==> src/rtl/branch_resolver_if.sv <==
// Bundle between the IF/EX datapath, the branch resolver and the predictor update port.
// slave is the resolver side; master is whoever drives fetch/EX info and consumes redirects/updates.
interface branch_resolver_if #(
  parameter int XLEN = 32
);
  logic            stall;
  logic            if_valid;
  logic [XLEN-1:0] if_pc;
  logic            if_pred_taken;
  logic [XLEN-1:0] if_pred_target;
  logic            ex_is_branch;
  logic            ex_taken;
  logic [XLEN-1:0] ex_target;
  logic            flush;
  logic [XLEN-1:0] redirect_pc;
  logic            upd_valid;
  logic [XLEN-1:0] upd_pc;
  logic            upd_taken;
  logic            upd_prev_taken;
  logic [XLEN-1:0] upd_target;
  logic [31:0]     stat_branches;
  logic [31:0]     stat_mispred;

  modport master (
    output stall, if_valid, if_pc, if_pred_taken, if_pred_target,
    output ex_is_branch, ex_taken, ex_target,
    input  flush, redirect_pc,
    input  upd_valid, upd_pc, upd_taken, upd_prev_taken, upd_target,
    input  stat_branches, stat_mispred
  );

  modport slave (
    input  stall, if_valid, if_pc, if_pred_taken, if_pred_target,
    input  ex_is_branch, ex_taken, ex_target,
    output flush, redirect_pc,
    output upd_valid, upd_pc, upd_taken, upd_prev_taken, upd_target,
    output stat_branches, stat_mispred
  );
endinterface

==> src/rtl/branch_resolver.sv <==
// Carries IF-stage predictions down to EX, checks them against the real outcome, flushes/redirects
// and feeds the predictor update bus. Define BR_STATS_EN to get saturating branch/mispredict counters.
module branch_resolver #(
  parameter int XLEN       = 32,
  parameter int PIPE_DEPTH = 2
) (
  input logic              clk,
  input logic              rst,
  branch_resolver_if.slave bus
);

  typedef struct packed {
    logic            valid;
    logic [XLEN-1:0] pc;
    logic            pred_taken;
    logic [XLEN-1:0] pred_target;
  } stage_t;

  // stg[0] is ID, stg[PIPE_DEPTH-1] is EX
  stage_t          stg [PIPE_DEPTH];
  stage_t          ex;
  logic            resolve;
  logic            dir_wrong;
  logic            tgt_wrong;
  logic            alias_hit;
  logic            flush_int;
  logic            upd_fire;
  logic [XLEN-1:0] pc_plus4;
  logic [XLEN-1:0] redirect_int;

  assign ex = stg[PIPE_DEPTH-1];

  always_comb begin
    resolve   = ex.valid & ~bus.stall;
    dir_wrong = bus.ex_is_branch & (ex.pred_taken != bus.ex_taken);
    tgt_wrong = bus.ex_is_branch & ex.pred_taken & bus.ex_taken & (ex.pred_target != bus.ex_target);
    alias_hit = ~bus.ex_is_branch & ex.pred_taken;
    pc_plus4  = ex.pc + XLEN'(4);
    flush_int = resolve & (dir_wrong | tgt_wrong | alias_hit);
    upd_fire  = resolve & bus.ex_is_branch;
    redirect_int = '0;
    if (flush_int) begin
      if (dir_wrong)
        redirect_int = bus.ex_taken ? bus.ex_target : pc_plus4;
      else if (tgt_wrong)
        redirect_int = bus.ex_target;
      else
        redirect_int = pc_plus4;
    end
  end

  assign bus.flush       = flush_int;
  assign bus.redirect_pc = redirect_int;

  // A flush kills everything younger than EX, including this cycle's IF capture
  always_ff @(posedge clk) begin
    if (rst) begin
      for (int i = 0; i < PIPE_DEPTH; i++) stg[i] <= '0;
      bus.upd_valid      <= 1'b0;
      bus.upd_pc         <= '0;
      bus.upd_taken      <= 1'b0;
      bus.upd_prev_taken <= 1'b0;
      bus.upd_target     <= '0;
    end else begin
      bus.upd_valid <= upd_fire;
      if (upd_fire) begin
        bus.upd_pc         <= ex.pc;
        bus.upd_taken      <= bus.ex_taken;
        bus.upd_prev_taken <= ex.pred_taken;
        bus.upd_target     <= bus.ex_target;
      end
      if (!bus.stall) begin
        stg[0] <= '{valid:       bus.if_valid & ~flush_int,
                    pc:          bus.if_pc,
                    pred_taken:  bus.if_pred_taken,
                    pred_target: bus.if_pred_target};
        for (int i = 1; i < PIPE_DEPTH; i++) begin
          stg[i]       <= stg[i-1];
          stg[i].valid <= stg[i-1].valid & ~flush_int;
        end
      end
    end
  end

`ifdef BR_STATS_EN
  logic [31:0] branches_q;
  logic [31:0] mispred_q;

  always_ff @(posedge clk) begin
    if (rst) begin
      branches_q <= '0;
      mispred_q  <= '0;
    end else if (upd_fire) begin
      if (branches_q != 32'hFFFF_FFFF) branches_q <= branches_q + 32'd1;
      if (flush_int && mispred_q != 32'hFFFF_FFFF) mispred_q <= mispred_q + 32'd1;
    end
  end

  assign bus.stat_branches = branches_q;
  assign bus.stat_mispred  = mispred_q;
`else
  assign bus.stat_branches = '0;
  assign bus.stat_mispred  = '0;
`endif

endmodule

==> src/flat_wrapper.sv <==
// flat-port wrapper written by rule: the top's interface ports become plain ports
module branch_resolver_flat 
#(
  parameter int XLEN       = 32,
  parameter int PIPE_DEPTH = 2
)
  (clk, rst, bus_stall, bus_if_valid, bus_if_pc, bus_if_pred_taken, bus_if_pred_target, bus_ex_is_branch, bus_ex_taken, bus_ex_target, bus_flush, bus_redirect_pc, bus_upd_valid, bus_upd_pc, bus_upd_taken, bus_upd_prev_taken, bus_upd_target, bus_stat_branches, bus_stat_mispred);
  branch_resolver_if #(.XLEN(XLEN)) bus_i ();
  input logic clk;
  input logic rst;
  input wire logic [$bits(bus_i.stall)-1:0] bus_stall;
  input wire logic [$bits(bus_i.if_valid)-1:0] bus_if_valid;
  input wire logic [$bits(bus_i.if_pc)-1:0] bus_if_pc;
  input wire logic [$bits(bus_i.if_pred_taken)-1:0] bus_if_pred_taken;
  input wire logic [$bits(bus_i.if_pred_target)-1:0] bus_if_pred_target;
  input wire logic [$bits(bus_i.ex_is_branch)-1:0] bus_ex_is_branch;
  input wire logic [$bits(bus_i.ex_taken)-1:0] bus_ex_taken;
  input wire logic [$bits(bus_i.ex_target)-1:0] bus_ex_target;
  output wire logic [$bits(bus_i.flush)-1:0] bus_flush;
  output wire logic [$bits(bus_i.redirect_pc)-1:0] bus_redirect_pc;
  output wire logic [$bits(bus_i.upd_valid)-1:0] bus_upd_valid;
  output wire logic [$bits(bus_i.upd_pc)-1:0] bus_upd_pc;
  output wire logic [$bits(bus_i.upd_taken)-1:0] bus_upd_taken;
  output wire logic [$bits(bus_i.upd_prev_taken)-1:0] bus_upd_prev_taken;
  output wire logic [$bits(bus_i.upd_target)-1:0] bus_upd_target;
  output wire logic [$bits(bus_i.stat_branches)-1:0] bus_stat_branches;
  output wire logic [$bits(bus_i.stat_mispred)-1:0] bus_stat_mispred;
  assign bus_i.stall = bus_stall;
  assign bus_i.if_valid = bus_if_valid;
  assign bus_i.if_pc = bus_if_pc;
  assign bus_i.if_pred_taken = bus_if_pred_taken;
  assign bus_i.if_pred_target = bus_if_pred_target;
  assign bus_i.ex_is_branch = bus_ex_is_branch;
  assign bus_i.ex_taken = bus_ex_taken;
  assign bus_i.ex_target = bus_ex_target;
  assign bus_flush = bus_i.flush;
  assign bus_redirect_pc = bus_i.redirect_pc;
  assign bus_upd_valid = bus_i.upd_valid;
  assign bus_upd_pc = bus_i.upd_pc;
  assign bus_upd_taken = bus_i.upd_taken;
  assign bus_upd_prev_taken = bus_i.upd_prev_taken;
  assign bus_upd_target = bus_i.upd_target;
  assign bus_stat_branches = bus_i.stat_branches;
  assign bus_stat_mispred = bus_i.stat_mispred;
  branch_resolver #(.XLEN(XLEN), .PIPE_DEPTH(PIPE_DEPTH)) u_core (.clk(clk), .rst(rst), .bus(bus_i));
endmodule
==> config.mk <==
export PLATFORM = sky130hd
export DESIGN_NAME = branch_resolver_flat
export DESIGN_NICKNAME = d
export VERILOG_FILES = /design/src/rtl/branch_resolver_if.sv /design/src/rtl/branch_resolver.sv /design/src/flat_wrapper.sv
export SDC_FILE = /design/constraint.sdc
export NUM_CORES = 1
export LEC_CHECK = 0
export BUFFER_PORTS_ARGS = -buffer_cell sky130_fd_sc_hd__buf_2
export CAP_MARGIN = 10
export CORE_MARGIN = 1
export CORE_UTILIZATION = 46
export DETAILED_ROUTE_END_ITERATION = 10
export HOLD_SLACK_MARGIN = 0.15
export PLACE_DENSITY = 0.72
export SLEW_MARGIN = 20
export SYNTH_ARGS = -nofsm -noshare
export SYNTH_HDL_FRONTEND = slang
export SYNTH_SLANG_ARGS = --single-unit
==> constraint.sdc <==
create_clock -name clk -period 14.71 [get_ports clk]
set_clock_uncertainty 0.2 [all_clocks]
set_input_delay 2.942 -clock clk [delete_from_list [all_inputs] [get_ports clk]]
set_output_delay 2.942 -clock clk [all_outputs]
set_load 0.01 [all_outputs]
=== After elaboration in Yosys (flattened, before gate mapping) ===
Memory sizes are Yosys's and may differ from the RTL's.
Cells that the tools add are included.
Widths: inputs -> output; s select.

* Add/subtract/negate cells: 1
* Eq/ne operators: 2
* Muxes and demuxes: 12
* Bitwise operators: 18

{| class="wikitable"
|+ Operators with widths
! cell !! number
|-
| $mux 66 || 2
|-
| $mux 32 || 4
|-
| $add 32x3->32 const B || 1
|-
| $ne 32x32->1 || 1
|-
| $and 1x1->1 || 10
|-
| $mux 1 || 6
|-
| $or 1x1->1 || 5
|-
| $not 1->1 || 3
|-
| $ne 1x1->1 || 1
|}

* Register bits after elaboration: 67
* Bits in writable memories: 132
* Output and inout port bits: 164
* Memories: 1

{| class="wikitable"
|+ Memories
! name !! depth !! bits a word !! read ports !! clocked after Yosys merged registers in !! write ports !! RTL line !! source
|-
| u_core.stg || 2 || 66 || 2 || 0 || 2 || branch_resolver.sv:20 || <nowiki>stage_t stg [PIPE_DEPTH];</nowiki>
|}

=== Depth between registers and ports, before layout ===
An unclocked memory read counts as a cell.

* Word-level depth: 10
* Gate-level depth with buffers: 6

=== Worst setup path before layout ===
No wires, ideal clock.

* Kind: input -> output
* From: input bus_ex_target[4]
* To: output bus_redirect_pc[1]
* Arrival time: 4241 ps
* Slack: 7327 ps
* Stages: 6
* Cells stage by stage: xor2_1 > nor4_1 > nand4_1 > nor4_2 > buf_2 > o21ai_0

* Word-level cells in the longest chain between the ends: 6

{| class="wikitable"
|+ Ends and longest elaborated chain
! item !! RTL line !! source
|-
| start, declared || flat_wrapper.sv:18 || <nowiki>input wire logic [$bits(bus_i.ex_target)-1:0] bus_ex_target;</nowiki>
|-
| $ne 32x32->1 (*) || branch_resolver.sv:36 || <nowiki>tgt_wrong = bus.ex_is_branch & ex.pred_taken & bus.ex_taken & (ex.pred_target != bus.ex_target);</nowiki>
|-
| $and 1x1->1 (*) || branch_resolver.sv:36 ||
|-
| $or 1x1->1 (2 in series) || branch_resolver.sv:39 || <nowiki>flush_int = resolve & (dir_wrong | tgt_wrong | alias_hit);</nowiki>
|-
| $and 1x1->1 || branch_resolver.sv:39 ||
|-
| $mux 32 (*) || branch_resolver.sv:42 || <nowiki>if (flush_int) begin</nowiki>
|-
| end, declared || flat_wrapper.sv:20 || <nowiki>output wire logic [$bits(bus_i.redirect_pc)-1:0] bus_redirect_pc;</nowiki>
|}

Every way passes the cells marked *; elsewhere a longest branch is shown, timed or not.

=== Final worst setup path ===
* From: input bus_ex_target[4]
* To: output bus_redirect_pc[0]

Same word-level chain as after synthesis.

==> metrics.yaml <==
cp-end-kind: "primary output"
hold_viol_final: 0
cp_cell_sequence: "buf_2, xor2_1, nor4_1, nand4_1, nor4_4, buf_4, o21ai_0, buf_2"
crit_path_max_incr_delay_ps: 470
hold-path-cell-count: 2
peakVddDrop_mv: 0.0829
grt-ovfl-total: 0
worstPathMaxFanout: 31
drive_gt1_share_pct: 24.9
rsz0062_at_grt: "false"
clk_latency_ps: 440
yosys_register_bits: 199
syn_area_um2: 9150
postSynth.asyncResetShare_pct: 0
total_power_mw: 1.22
dr.first_iter.drc_count: 496
cellPowerDensity_nw_per_um2: 114
timing.setup.tns_ps: 0
synth_ff_type: "edfxtp_1"
cts_tree: "built"
r2r-start: "u_core.stg[1][4]$_SDFFCE_PN0P_"
cp_top_family: "simple AND/OR/NAND/NOR gates"
routed_wl_um: 23300
antenna_found_initial: 0
worstSetupStartpointType: "input port"
yosysWarnings: 0
syn_inst: 859
p_leak_nw: 4.48
drc: 0
drt_pass1_iterations: 5
outcome: "complete, no violations"
dpl.hpwl_um: 16400
die_y_um: 143
slew_headroom_pct: 30.9
port_buffers: 202
final.min_clock_period_ps: 8260
syn_area_per_cell_um2: 10.7
ant_nets: 0
ys_top_cells_by_area: "edfxtp_1, dfxtp_1, and2_1, nand2_1, buf_4"
hold_path.class: "register to register"
max_freq_mhz: 121
vias: 6572
fp.dieArea_um2: 20500
grt_pass1_vias: 5954
place.gp.congestion: 0.890
worstHoldStart: "u_core.bus.upd_target[26]$_SDFFE_PP0P_"
synthDistinctLibCells: 40
root_buffer: "clkbuf_16"
tightestPinTransition_ps: 1040
cts.sink_count: 199
routedWlPerCell_um: 17.7
grt_pass1_wl_um: 33800
regArea_um2: 5310
ioPinCount: 267
reg2reg_to: "u_core.stg[1][65]$_DFFE_PP_"
num_rows: 51
clockBufferDepth: 2
track_usage_pct: 23.0
clk_transition_reported_paths_ps: 70
synth_largest_area_cell: "edfxtp_1"
cap_violations: 0
post_cts_buffers: 0
area_growth_pct: 17.4
grt_max_degree: 93
synth-seq-area-share_pct: 58.0
fill_cells: 1719
final_common_cell: "buf_2"
crit_cells: 8
htreeDepth: 4
slowest_stage: "nor4_1"
start_util_pct: 47.0
crit_buf_inv: 3
ctsHoldBuffers: 0
critical_path_required_ps: 11570
r2r_slack_ps: 12210
final_net_count: 1142
crit_top_cell: "buf_2"
final_cell_mix: "buf_2, nand2_1, edfxtp_1"
worstSetupPathType: "input port to primary output"
slew_violations: 0
crit_arrival_ps: 5120
coreArea_um2: 19500
hold-path-endpoint: "u_core.bus.upd_target[26]$_SDFFE_PP0P_"
synth_top_area_share_pct: 43.3
ff2ff_path_depth: 5
cts_buffers: 17
period_share_pct: 56.1
fp.dieW_um: 143
viasPerCell: 4.99
cts-resized-gates: 0
synth_edf_count: 132
finalSetupViolations: 0
multi_input_area_um2: 3420
==> metrics by stage <==
step                hold slack, ps  util [%]  worst slack, ps  instances  instance area (µm²)
floorplan                      281         -             7330        922                 9390
detailed placement             243      52.1             6430       1284                10100
finish                         252      55.2             6450       1317                10700
CTS                            253      55.1             6440       1316                10700
global placement               239      52.1             6490       1284                10100
global route                   267      55.2             6340       1316                10700
==> sequential cells by signal, indices dropped and copies added (netlist names) <==
register,count
u_core.bus.upd_pc,32
u_core.bus.upd_valid,1
u_core.bus.upd_taken,1
u_core.bus.upd_prev_taken,1
u_core.stg,132
u_core.bus.upd_target,32
==> worst min-delay path, cell delays in order (launching register included) <==
cell,delay (ps)
dfxtp_1,310
nand2_1,50
a21oi_1,50
==> layout make-up <==
class,count,area share (%)
Sequential cell,199,49.4
Multi-Input combinational cell,605,31.8
Timing Repair Buffer,208,9.83
Clock buffer,21,4.19
Tap cell,265,3.09
Clock inverter,11,1.37
Inverter,7,0.245
Antenna cell,1,0.0233
==> per-layer routing <==
layer	wire (µm)	track usage, %	part of all wire, %	vias to the layer above
met2	10800	36.3	47	287
met1	10400	31.4	45	3109
li1	-	-	-	3145
met3	1540	3.66	6.6	31
met4	518	9.56	2.2	0
met5	0	0	0	-
==> worst max path at each step <==
stage,slack (ps),endpoint,from
6_report,6450,bus_redirect_pc[0],bus_ex_target[4]
5_1_grt,6340,bus_redirect_pc[3],bus_ex_target[4]
4_1_cts,6440,bus_redirect_pc[2],bus_ex_target[4]
3_5_place_dp,6430,bus_redirect_pc[2],bus_ex_target[4]
3_3_place_gp,6490,bus_redirect_pc[2],bus_ex_target[4]
2_1_floorplan,7330,bus_redirect_pc[1],bus_ex_target[4]
==> report_power, final <==
group          switching (mW)  internal [mW]
logic                  0.0609         0.0323
clock network           0.207          0.273
registers              0.0175          0.629
==> cell usage after synthesis, types with 2 or more instances <==
cell type / n
xnor2_1: 22
nor3_2: 4
and3_1: 4
a21oi_1: 66
nor4_1: 13
inv_1: 7
o22ai_1: 25
nand2_1: 175
nor4_4: 4
edfxtp_1: 132
nor3_1: 7
o22ai_2: 3
buf_4: 64
dfxtp_1: 67
nand4_1: 7
o21ai_0: 4
nand3_1: 8
nor4_2: 3
xor2_1: 37
nor2_1: 11
buf_2: 4
and2_1: 133
o211a_1: 2
buf_1: 2
clkbuf_1: 40
==> kinds of logic (layout without fill, tap and decap cells) <==
kind of cell | Yosys count | after routing | share of synthesized area, %
other | 1 | 65 | 0.0410
adder cells (fa/ha/maj) | 1 | 1 | 0.137
buffers and inverters | 118 | 247 | 7.60
flip-flops | 199 | 199 | 58.0
AO/OA/AOI/OAI | 101 | 101 | 6.26
AND/OR/NAND/NOR | 379 | 379 | 22.2
XOR/XNOR | 59 | 59 | 5.65
multiplexers | 1 | 1 | 0.109
Note: power is estimated with default switching activity, not from simulation.
